==> src/rtl/ticket_pkg.sv <==
// Shared types for the ticket pool manager: FSM states, request ops and
// response error codes.
package ticket_pkg;

  typedef enum logic [1:0] {
    ST_INIT  = 2'd0,
    ST_READY = 2'd1,
    ST_RESP  = 2'd2
  } state_t;

  localparam logic OP_BUY    = 1'b0;
  localparam logic OP_CANCEL = 1'b1;

  localparam logic [1:0] ERR_NONE    = 2'b00;
  localparam logic [1:0] ERR_STOCK   = 2'b01;
  localparam logic [1:0] ERR_OVF     = 2'b10;
  localparam logic [1:0] ERR_ILLEGAL = 2'b11;

endpackage

==> src/rtl/ticket_counter.sv <==
// One category's ticket count: load to capacity, subtract only when enough
// stock remains, add only when the result stays within capacity.
module ticket_counter #(
  parameter int CNT_W    = 8,
  parameter int CAPACITY = 32,
  parameter int QTY_W    = 3
) (
  input  logic             clk,
  input  logic             reset,
  input  logic             load,
  input  logic             sub_en,
  input  logic             add_en,
  input  logic [QTY_W-1:0] qty,
  output logic [CNT_W-1:0] count,
  output logic             can_sub,
  output logic             can_add,
  output logic             is_zero
);

  localparam logic [CNT_W:0] CAP_EXT = (CNT_W+1)'(CAPACITY);

  logic [CNT_W:0] qty_ext;
  logic [CNT_W:0] diff;
  logic [CNT_W:0] sum;

  // One guard bit keeps both the borrow and the overflow visible.
  assign qty_ext = (CNT_W+1)'(qty);
  assign diff    = {1'b0, count} - qty_ext;
  assign sum     = {1'b0, count} + qty_ext;
  assign can_sub = ({1'b0, count} >= qty_ext);
  assign can_add = (sum <= CAP_EXT);
  assign is_zero = (count == '0);

  always_ff @(posedge clk) begin
    if (reset) begin
      count <= '0;
    end else if (load) begin
      count <= CNT_W'(CAPACITY);
    end else if (sub_en && can_sub) begin
      count <= diff[CNT_W-1:0];
    end else if (add_en && can_add) begin
      count <= sum[CNT_W-1:0];
    end
  end

endmodule

==> src/rtl/ticket_pool_manager.sv <==
// Ticket pool manager: per-category stock with BUY/CANCEL requests, one
// registered response per accepted request, and a saturating net-sold total.
module ticket_pool_manager
  import ticket_pkg::*;
#(
  parameter int NUM_CAT  = 4,
  parameter int CNT_W    = 8,
  parameter int CAPACITY = 32,
  parameter int QTY_W    = 3
) (
  input  logic                       clk,
  input  logic                       reset,
  input  logic                       sale_open,
  input  logic                       req_valid,
  output logic                       req_ready,
  input  logic                       req_op,
  input  logic [$clog2(NUM_CAT)-1:0] req_cat,
  input  logic [QTY_W-1:0]           req_qty,
  output logic                       resp_valid,
  input  logic                       resp_ready,
  output logic                       resp_ok,
  output logic [1:0]                 resp_err,
  output logic [NUM_CAT*CNT_W-1:0]   avail,
  output logic [NUM_CAT-1:0]         sold_out,
  output logic [15:0]                sold_total
);

  localparam int IDX_W = $clog2(NUM_CAT);

  if (CAPACITY >= 2**CNT_W) begin : g_cap_check
    $error("CAPACITY must be below 2**CNT_W");
  end

  state_t             state, state_nxt;
  logic [IDX_W-1:0]   init_idx;
  logic [NUM_CAT-1:0] load_en, sub_en, add_en;
  logic [NUM_CAT-1:0] can_sub, can_add, is_zero;
  logic [CNT_W-1:0]   count [NUM_CAT];

  logic       accept;
  logic       legal;
  logic       dec_ok;
  logic [1:0] dec_err;

  function automatic logic [15:0] sat_add16(input logic [15:0] a, input logic [QTY_W-1:0] q);
    logic [16:0] s;
    s = {1'b0, a} + 17'(q);
    return s[16] ? 16'hFFFF : s[15:0];
  endfunction

  function automatic logic [15:0] floor_sub16(input logic [15:0] a, input logic [QTY_W-1:0] q);
    return (a >= 16'(q)) ? (a - 16'(q)) : 16'd0;
  endfunction

  for (genvar k = 0; k < NUM_CAT; k++) begin : g_cat
    ticket_counter #(
      .CNT_W   (CNT_W),
      .CAPACITY(CAPACITY),
      .QTY_W   (QTY_W)
    ) u_counter (
      .clk    (clk),
      .reset  (reset),
      .load   (load_en[k]),
      .sub_en (sub_en[k]),
      .add_en (add_en[k]),
      .qty    (req_qty),
      .count  (count[k]),
      .can_sub(can_sub[k]),
      .can_add(can_add[k]),
      .is_zero(is_zero[k])
    );
    assign avail[k*CNT_W +: CNT_W] = count[k];
  end

  assign sold_out   = is_zero;
  assign resp_valid = (state == ST_RESP);
  assign accept     = (state == ST_READY) && req_valid;

  // Decision: illegal outranks stock/overflow; a CANCEL ignores sale_open.
  always_comb begin
    legal   = (int'(req_cat) < NUM_CAT) && (req_qty != '0) &&
              ((req_op == OP_CANCEL) || sale_open);
    dec_ok  = 1'b0;
    dec_err = ERR_ILLEGAL;
    if (legal) begin
      if (req_op == OP_BUY) begin
        dec_ok  = can_sub[req_cat];
        dec_err = dec_ok ? ERR_NONE : ERR_STOCK;
      end else begin
        dec_ok  = can_add[req_cat];
        dec_err = dec_ok ? ERR_NONE : ERR_OVF;
      end
    end
  end

  always_comb begin
    state_nxt = state;
    req_ready = 1'b0;
    load_en   = '0;
    sub_en    = '0;
    add_en    = '0;
    case (state)
      ST_INIT: begin
        load_en[init_idx] = 1'b1;
        if (init_idx == IDX_W'(NUM_CAT-1)) state_nxt = ST_READY;
      end
      ST_READY: begin
        req_ready = 1'b1;
        if (req_valid) begin
          state_nxt = ST_RESP;
          if (dec_ok) begin
            if (req_op == OP_BUY) sub_en[req_cat] = 1'b1;
            else                  add_en[req_cat] = 1'b1;
          end
        end
      end
      ST_RESP: begin
        if (resp_ready) state_nxt = ST_READY;
      end
      default: state_nxt = ST_INIT;
    endcase
  end

  always_ff @(posedge clk) begin
    if (reset) begin
      state      <= ST_INIT;
      init_idx   <= '0;
      sold_total <= '0;
      resp_ok    <= 1'b0;
      resp_err   <= ERR_NONE;
    end else begin
      state <= state_nxt;
      if (state == ST_INIT) init_idx <= init_idx + 1'b1;
      if (accept) begin
        resp_ok  <= dec_ok;
        resp_err <= dec_err;
        if (dec_ok) begin
          if (req_op == OP_BUY) sold_total <= sat_add16(sold_total, req_qty);
          else                  sold_total <= floor_sub16(sold_total, req_qty);
        end
      end
    end
  end

endmodule

==> config.mk <==
export PLATFORM = sky130hd
export DESIGN_NAME = ticket_pool_manager
export DESIGN_NICKNAME = d
export VERILOG_FILES = /design/src/rtl/ticket_pkg.sv /design/src/rtl/ticket_counter.sv /design/src/rtl/ticket_pool_manager.sv
export SDC_FILE = /design/constraint.sdc
export NUM_CORES = 1
export LEC_CHECK = 0
export ABC_AREA = 1
export BUFFER_PORTS_ARGS = -buffer_cell sky130_fd_sc_hd__buf_4
export CAP_MARGIN = 5
export CORE_UTILIZATION = 45
export DETAILED_ROUTE_END_ITERATION = 8
export PLACE_DENSITY = 0.6
export SLEW_MARGIN = 20
export SYNTH_ARGS = -nofsm -noshare
export SYNTH_HDL_FRONTEND = slang
export SYNTH_SLANG_ARGS = --single-unit
==> constraint.sdc <==
create_clock -name clk -period 2.96 [get_ports clk]
set_input_delay 0.592 -clock clk [delete_from_list [all_inputs] [get_ports clk]]
set_output_delay 0.592 -clock clk [all_outputs]
set_load 0.005 [all_outputs]
==> qor.yml, run 1 <==
status:
  status: "finished with violations"
  violations: "design-rule violations"
finish:
  fin_cells: 1132
  final_nets: 1043
  syn2layout_area_growth_pct: 26.23
  drive_above_1_share_pct: 21.84
  diodes: 0
logic_synthesis:
  synth_compound_area_share_pct: 13.67
  postSynthAreaPerCell_um2: 6.298
  syn_area_um2: 5429
  syn_inst: 862
  yosys.area.top_type: "dfxtp_1"
  synth_warnings: 0
  synth_top_area_share_pct: 20.28
  post-synth-top-count-cell: "nand2_1"
  synth_seq_cells: 55
  synthTopCellsByArea: "dfxtp_1 20%, nand2_1 15%, ha_1 7.8%"
  ys_seq_area_share_pct: 20.28
  yosys.area_share.simple_pct: 36.71
  synth_edf_count: 0
  synthAdderAreaFrac_pct: 11.52
  async_flop_share_pct: 0
  syn_nets: 917
  synth_cell_types: 48
  synth.mux.area_fraction_pct: 0
  synth_top_family_by_area: "simple AND/OR/NAND/NOR gates"
  yosys.area_share.xor_xnor_pct: 6.776
  synth_commonest_cells: "212 x nand2_1, 96 x inv_1, 95 x nor2_1"
  synthFlopType: "dfxtp_1"
routing:
  vias: 5961
  ant_nets: 0
  post_drt_wl_per_cell_um: 13.79
  wirelength_um: 15620
  dr.first_iter.drc_count: 359
  viasPerCell: 5.266
  drt-pass1-iter-count: 9
  drc: 3
sta:
  final.period_utilization_pct: 94.00
  tightestPinTransition_ps: 426.8
  worst_slack_ps: 177.5
  fin_crit_ps: 2783
  skew_ps: 8.249
  finalSetupViolCount: 0
  rsz0062_at_grt: "yes"
  fmax_mhz: 359.4
  hold_viol: 0
  drv_slew: 0
  relSlewSlack_pct: 71.33
cts:
  numClockSinks: 55
  clk_pin_slew_ps: 80
  cts_made_buffers: 5
  cts-root-buf: "clkbuf_16"
  clk_path_buf_depth: 2
  insertion_delay_ps: 310
  h-tree-depth: 2
  cts_tree: "yes"
  hold_buffers: 0
global_route:
  antenna_found_initial: 0
  grt_max_degree: 20
  grtUsageTotal_pct: 25.18
  grt_pass1_wl_um: 25650
  grt_pass1_vias: 5405
  gr-total-overflow: 0
placed_design:
  port_buffers: 67
  placedCellCount: 1118
  gp_congestion: 0.9133
  hpwl_um: 12070
  place_ws_ps: -257.7
hold_path:
  whs_path_depth: 2
  hold_path_class: "reg -> reg"
critical_path:
  start_kind: "input port"
  worstRegToRegCells: 19
  required_ps: 3170
  worstPathArrival_ps: 2990
  crit_type: "in -> reg"
  endpoint_kind: "register"
  cp_max_fo: 7
floorplanning:
  die_h_um: 111.8
  core_um2: 11560
  die_w_um: 111.8
  ios: 68
  dieArea_um2: 12510
  rows: 39
  initial_core_util_pct: 46.94
run:
  maxCapViolations: 0
power_and_ir_drop:
  peakVddDrop_mv: 0.3620
  power.leakage_nw: 3.541
  power.total_mw: 2.642
  power_density_nw_per_um2: 385.6
==> registers in the layout, summed over array words and instances, names as in the netlist <==
register / cells
g_cat.u_counter.count: 32
init_idx: 2
resp_err: 2
resp_ok: 1
sold_total: 16
state: 2
==> where the power goes <==
group / total (mW) / internal, mW / switching [mW] / leakage, nW
sequential: 0.876 / 0.792 / 0.0838 / 0.446
combinational: 1.12 / 0.498 / 0.625 / 3.02
clock: 0.643 / 0.320 / 0.323 / 0.0717
==> worst max-delay path, cell delays in order <==
cell and delay (ps):
buf_4 90, inv_1 70, buf_4 130, ha_1 430
nand2_1 110, nand2_1 160, buf_4 130, nand2_1 40
nand2_1 70, nand3_1 70, nand2_1 60, nand2_1 90
nand2_1 100, nand2_2 90, nor2_4 140, buf_12 120
nand4_4 140, nand2_4 150, inv_2 60, nor2_1 80
nor2_1 50
==> stage by stage <==
step / instance area [um^2] / setup TNS (ps) / hold slack (ps) / util (%)
after global placement: 6544 / -7818 / 473.2 / 56.58
after detailed placement: 6544 / -8807 / 466.4 / 56.58
after floorplan: 5429 / 0 / 460.3 / -
after global routing: 6853 / -42.10 / 512.0 / 59.26
after CTS: 6693 / 0 / 484.8 / 57.87
final: 6853 / 0 / 479.8 / 59.26
==> kinds of logic after synthesis <==
logic type | count (synthesis)
fa+ha+maj | 44
simple gates | 447
compound gates | 134
flops | 55
xor+xnor | 42
buf+inv | 140
==> area by class of cell <==
type	instances	area, um^2
clock inverters	3	23.77
well taps	143	178.9
flip-flops and latches	55	1104
fillers	1120	4712
inverters	111	419.2
repair buffers	147	1170
multi-input cells	668	3832
clock buffers	5	125.1
==> final timing paths <==
| path | start | endpoint | slack [ps] |
|---|---|---|---|
| hold / removal | resp_ok | resp_ok | 480 |
| hold reg to reg | resp_ok | resp_ok | 480 |
| setup / recovery | req_qty[2] | g_cat[3].u_counter.count[0] | 180 |
| setup reg to reg | g_cat[1].u_counter.count[0] | g_cat[2].u_counter.count[6] | 200 |
==> layer usage <==
layer | global-route usage (%) | part of all wire, % | vias to the layer above
li1 | - | - | 3034
met1 | 34.42 | 48 | 2755
met4 | 5.586 | 1.1 | 0
met3 | 3.157 | 5.0 | 13
met2 | 42.24 | 46 | 159
met5 | 0 | 0 | -
==> placed cells by master, fill, tap and decap left out, types with 2 or more instances in the layout <==
cell | Yosys | final
a21oi_2 | 2 | 2
o21ai_1 | 11 | 10
a211oi_1 | 5 | 5
nand2_4 | 5 | 9
inv_2 | 14 | 14
buf_4 | 6 | 141
nand2_2 | 5 | 2
nand2_1 | 212 | 211
fa_2 | 0 | 3
inv_1 | 96 | 96
o22ai_1 | 3 | 3
fa_1 | 10 | 7
nor2_2 | 5 | 8
a31oi_1 | 2 | 2
nor3_2 | 4 | 4
nor2_4 | 2 | 3
o21ai_2 | 1 | 2
nand4_4 | 0 | 4
xor2_1 | 41 | 41
nand3_1 | 74 | 73
buf_12 | 0 | 5
nor3_1 | 26 | 26
ha_1 | 34 | 34
nor2_1 | 95 | 92
clkbuf_16 | 0 | 5
o21ai_0 | 58 | 57
dfxtp_2 | 0 | 2
nand4_1 | 9 | 9
a21oi_1 | 43 | 43
dfxtp_1 | 55 | 53
==> timing repair <==
item,in CTS,in global routing
setup buffers,0,5
setup endpoints to repair,0,47
resized for setup,0,23
No activity file was read; power rests on OpenSTA's default activity.
==> inputs of run 2 (changes only) <==
--- a/config.mk
+++ b/config.mk
@@ -10,7 +10,7 @@
 export CAP_MARGIN = 5
 export CORE_UTILIZATION = 45
 export DETAILED_ROUTE_END_ITERATION = 8
-export PLACE_DENSITY = 0.6
+export PLACE_DENSITY_LB_ADDON = 0.08
 export SLEW_MARGIN = 20
 export SYNTH_ARGS = -nofsm -noshare
 export SYNTH_HDL_FRONTEND = slang
==> qor.yml, run 2 (synthesized netlist as in run 1, its figures left out) <==
status:
  status: "finished with violations"
  violations: "design-rule violations"
power_and_ir_drop:
  power.leakage_nw: 3.577
  power.total_mw: 2.626
  power_density_nw_per_um2: 386.3
  peakVddDrop_mv: 0.3539
sta:
  rsz0062_at_grt: "yes"
  finalSetupViolCount: 0
  relSlewSlack_pct: 71.97
  fin_crit_ps: 2774
  tightestPinTransition_ps: 420.0
  drv_slew: 0
  skew_ps: 7.347
  worst_slack_ps: 186.5
  fmax_mhz: 360.5
  whs_ps: 490.0
  hold_viol: 0
  final.period_utilization_pct: 93.70
  fin_setup_tns_ps: 0
floorplanning:
  dieArea_um2: 12510
  ios: 68
  core_um2: 11560
  die_w_um: 111.8
  initial_core_util_pct: 46.94
  die_h_um: 111.8
  rows: 39
finish:
  drive_above_1_share_pct: 21.15
  largest_registers: "g_cat.u_counter.count x32, sold_total x16"
  final_cell_mix: "211 x nand2_1, 141 x buf_4, 96 x inv_1"
  design_area_um2: 6798
  fill_cells: 1160
  fin_cells: 1131
  top_register: "g_cat.u_counter.count"
  diodes: 0
  largest_reg_flops: 32
  final_nets: 1042
  final_common_cell: "nand2_1"
  syn2layout_area_growth_pct: 25.21
  post-route-util_pct: 58.78
routing:
  dr.first_iter.drc_count: 319
  drc: 4
  ant_nets: 0
  drt-pass1-iter-count: 8
  vias: 5905
  viasPerCell: 5.221
  post_drt_wl_per_cell_um: 13.82
  wirelength_um: 15630
placed_design:
  placedCellCount: 1123
  place_ws_ps: -236.9
  hpwl_um: 12270
  port_buffers: 67
  placed_cell_area_um2: 6594
  gp_congestion: 0.9165
cts:
  h-tree-depth: 2
  cts-root-buf: "clkbuf_16"
  postCtsSetupRepairBufs: 0
  clk_path_buf_depth: 2
  insertion_delay_ps: 310
  numClockSinks: 55
  cts_made_buffers: 5
  hold_buffers: 0
  cts_tree: "yes"
  clk_pin_slew_ps: 80
global_route:
  grtUsageTotal_pct: 25.41
  grt_pass1_wl_um: 25820
  grt_max_degree: 20
  gr-total-overflow: 0
  antenna_found_initial: 0
  grt_pass1_vias: 5504
hold_path:
  hold_path_class: "reg -> reg"
  hold-path-endpoint: "resp_ok"
  whs_path_depth: 2
  hp-start: "resp_ok"
critical_path:
  required_ps: 3170
  reg2reg_from: "g_cat[1].u_counter.count[0]"
  startpoint: "req_qty[0]"
  cp_max_fo: 11
  endpoint_kind: "register"
  crit_type: "in -> reg"
  worstPathArrival_ps: 2990
  r2r-end: "g_cat[2].u_counter.count[7]"
  start_kind: "input port"
  worstRegToRegCells: 18
  r2r_setup_slack_ps: 210
run:
  maxCapViolations: 0
[run 2: layer usage]
metal  global-route usage, %  share of wire [%]
met5                       0                  0
met4                   5.586               0.98
met3                   3.593                5.2
met2                   43.64                 46
met1                   33.66                 48
[run 2: power breakdown]
part	leakage (nW)	total [mW]	switching, mW	internal (mW)
Combinational	3.06	1.08	0.600	0.485
Sequential	0.445	0.877	0.0846	0.792
Clock	0.0759	0.665	0.340	0.325
[run 2: worst max-delay path: stages]
cell     delay [ps]
buf_6           140
ha_1            230
fa_1            420
xor2_1          240
nand2_1          80
nor2_1          110
nand2_1          60
nand2_1          60
nand2_1          90
nand2_1          70
nand2_1         100
nor2_4          220
nand4_2         170
nand2_4         150
inv_2            70
nor2_1          110
nor2_1           60
[run 2: cell type report]
| type | count | area (um^2) | share of cell area (%) |
|---|---|---|---|
| multi-input cells | 667 | 3774 | 55.51 |
| repair buffers | 147 | 1170 | 17.21 |
| flip-flops and latches | 55 | 1102 | 16.22 |
| inverters | 111 | 419.2 | 6.166 |
| well taps | 143 | 178.9 | 2.632 |
| clock buffers | 5 | 125.1 | 1.841 |
| clock inverters | 3 | 28.78 | 0.4233 |
[run 2: how the worst max path moves through the flow]
stage,endpoint,slack (ps),cells past startpoint
global route,g_cat[0].u_counter.count[0],-20,17
finish,g_cat[0].u_counter.count[0],190,17
global placement,g_cat[3].u_counter.count[1],-190,17
detailed placement,g_cat[0].u_counter.count[0],-240,17
floorplan,sold_total[9],250,15
CTS,g_cat[0].u_counter.count[0],90,17
[run 2: what timing repair did]
item                                   CTS  global route
setup endpoints to repair                0            42
gates resized for setup                  0            13
endpoints found under the hold margin    0             0
==> inputs of run 3 (changes only) <==
--- a/config.mk
+++ b/config.mk
@@ -5,11 +5,11 @@
 export SDC_FILE = /design/constraint.sdc
 export NUM_CORES = 1
 export LEC_CHECK = 0
-export ABC_AREA = 1
 export BUFFER_PORTS_ARGS = -buffer_cell sky130_fd_sc_hd__buf_4
 export CAP_MARGIN = 5
 export CORE_UTILIZATION = 45
 export DETAILED_ROUTE_END_ITERATION = 8
+export MAX_ROUTING_LAYER = met4
 export PLACE_DENSITY_LB_ADDON = 0.08
 export SLEW_MARGIN = 20
 export SYNTH_ARGS = -nofsm -noshare
==> constraint.sdc (replaced) <==
create_clock -name clk -period 3.3 [get_ports clk]
set_input_delay 0.66 -clock clk [delete_from_list [all_inputs] [get_ports clk]]
set_output_delay 0.66 -clock clk [all_outputs]
set_load 0.005 [all_outputs]
==> qor.yml, run 3 <==
status:
  status: "finished, final reports clean"
logic_synthesis:
  syn_nets: 733
  synthTopCellsByArea: "dfxtp_1 21%, ha_1 8.1%, nor2_1 4.2%"
  post-synth-top-count-cell: "nor2_1"
  ys_seq_area_share_pct: 21.04
  synth_top_area_share_pct: 21.04
  synth_compound_area_share_pct: 27.04
  synth.mux.area_fraction_pct: 1.172
  yosys.area_share.xor_xnor_pct: 3.013
  synth_edf_count: 0
  synth_cell_types: 81
  postSynthAreaPerCell_um2: 7.718
  async_flop_share_pct: 0
  synth_seq_cells: 55
  yosys.area_share.simple_pct: 30.27
  synthAdderAreaFrac_pct: 11.96
  synth_warnings: 0
  synth_top_family_by_area: "simple AND/OR/NAND/NOR gates"
  synth_commonest_cells: "58 x nor2_1, 55 x dfxtp_1, 43 x nor3_1"
  synthFlopType: "dfxtp_1"
  yosys.area.top_type: "dfxtp_1"
  syn_area_um2: 5233
  syn_inst: 678
critical_path:
  crit_type: "in -> reg"
  worstRegToRegCells: 12
  crit_chain: "buf_4 -> clkinvlp_4 -> fa_2 -> xor2_1 -> nor4b_4 -> o2bb2ai_1 -> a2111oi_2 -> buf_4 -> o31a_1 -> buf_4 -> or4_1 -> o21ai_1"
  cp_num_cells: 12
  slowest_delay_ps: 470
  cp_top_family: "compound AO/OA/AOI/OAI gates"
  cp_max_fo: 6
  endpoint_kind: "register"
  cp_common_cell: "buf_4"
  start_kind: "input port"
  crit_buf_inv: 4
  required_ps: 3550
  slowest_stage: "or4_1"
  worstPathArrival_ps: 3500
cts:
  cts-root-buf: "clkbuf_16"
  numClockSinks: 55
  cts_tree: "yes"
  clk_pin_slew_ps: 80
  insertion_delay_ps: 310
  h-tree-depth: 2
  clk_path_buf_depth: 2
  hold_buffers: 0
  cts_made_buffers: 5
finish:
  top_register: "g_cat.u_counter.count"
  final_nets: 894
  fin_cells: 983
  final_common_cell: "buf_4"
  largest_registers: "g_cat.u_counter.count x32, sold_total x16"
  diodes: 0
  syn2layout_area_growth_pct: 33.05
  largest_reg_flops: 32
  drive_above_1_share_pct: 28.45
  fill_cells: 1039
  design_area_um2: 6962
  final_cell_mix: "184 x buf_4, 57 x nor2_1, 55 x dfxtp_1"
sta:
  final.period_utilization_pct: 98.38
  finalSetupViolCount: 0
  fin_setup_tns_ps: 0
  hold_viol: 0
  drv_slew: 0
  skew_ps: 7.586
  whs_ps: 461.7
  rsz0062_at_grt: "yes"
  tightestPinTransition_ps: 474.6
  fin_crit_ps: 3247
  fmax_mhz: 308.0
  relSlewSlack_pct: 67.54
global_route:
  grt_pass1_vias: 5510
  grt_pass1_wl_um: 27950
  gr-total-overflow: 0
  grtUsageTotal_pct: 31.01
  antenna_found_initial: 0
  grt_max_degree: 40
floorplanning:
  core_um2: 11370
  ios: 68
  dieArea_um2: 12060
  initial_core_util_pct: 46.02
  rows: 39
  die_w_um: 109.8
  die_h_um: 109.8
power_and_ir_drop:
  power.leakage_nw: 2.888
  peakVddDrop_mv: 0.2621
  power_density_nw_per_um2: 272.2
  power.total_mw: 1.895
placed_design:
  placedCellCount: 973
  port_buffers: 67
  hpwl_um: 13590
  placed_cell_area_um2: 6660
  gp_congestion: 0.9602
routing:
  vias: 5877
  drt-pass1-iter-count: 5
  viasPerCell: 5.979
  post_drt_wl_per_cell_um: 17.97
  ant_nets: 0
  dr.first_iter.drc_count: 452
  wirelength_um: 17670
  drc: 0
hold_path:
  whs_path_depth: 2
  hold_path_class: "reg -> reg"
run:
  maxCapViolations: 0
## run 3: worst register-to-register path, stage by stage (launching register included)
cell	delay [ps]
dfxtp_1	430
inv_1	70
ha_1	210
fa_1	390
a21bo_2	220
a2111oi_2	70
buf_4	170
a21oi_2	120
or3b_4	440
buf_4	180
nor4_4	250
or3b_1	370
a21oi_1	140
## run 3: kinds of logic after synthesis
group	after synthesis
simple gates	293
compound gates	193
buf+inv	69
flops	55
fa+ha+maj	44
xor+xnor	18
mux	6
## run 3: area by class of cell
class / instances / area, um^2 / area share [%]
multi-input combinational: 554 / 3978 / 57.14
tap: 143 / 178.9 / 2.570
timing repair buffer: 187 / 1424 / 20.45
clock buffer: 6 / 128.9 / 1.851
clock inverter: 2 / 12.51 / 0.1797
sequential: 55 / 1101 / 15.82
inverter: 36 / 138.9 / 1.995
## run 3: what timing repair did
item | in CTS | in global routing
gates resized for setup | 7 | 24
pin swaps | 1 | 4
endpoints found under the setup margin | 10 | 21
buffers inserted | 0 | 2
## run 3: worst paths after layout
| kind | start | endpoint | slack, ps |
|---|---|---|---|
| max | req_qty[1] | sold_total[5] | 50 |
| min | resp_ok | resp_ok | 460 |
| max reg2reg | g_cat[2].u_counter.count[0] | g_cat[0].u_counter.count[7] | 190 |
| min reg2reg | resp_ok | resp_ok | 460 |
## run 3: report_power, final
group	total (mW)	leakage, nW	switching, mW	internal [mW]
sequential	0.717	0.444	0.0309	0.686
clock	0.569	0.0669	0.286	0.282
combinational	0.609	2.38	0.333	0.276
total	1.90	2.89	0.651	1.24
## run 3: metrics by stage
| stage | utilization (%) | setup WS, ps |
|---|---|---|
| floorplan | - | 17.96 |
| global placement | 58.58 | -375.6 |
| detailed placement | 58.58 | -478.1 |
| finish | 61.23 | 53.38 |
| global route | 61.23 | -54.73 |
| CTS | 60.15 | 53.81 |
## run 3: layer usage
metal,vias up,track usage (%),wire length [um]
met5,-,-,0
met4,0,10.10,367
met3,39,3.794,921
met2,198,48.39,8033
met1,2781,41.43,8343
li1,2859,-,-
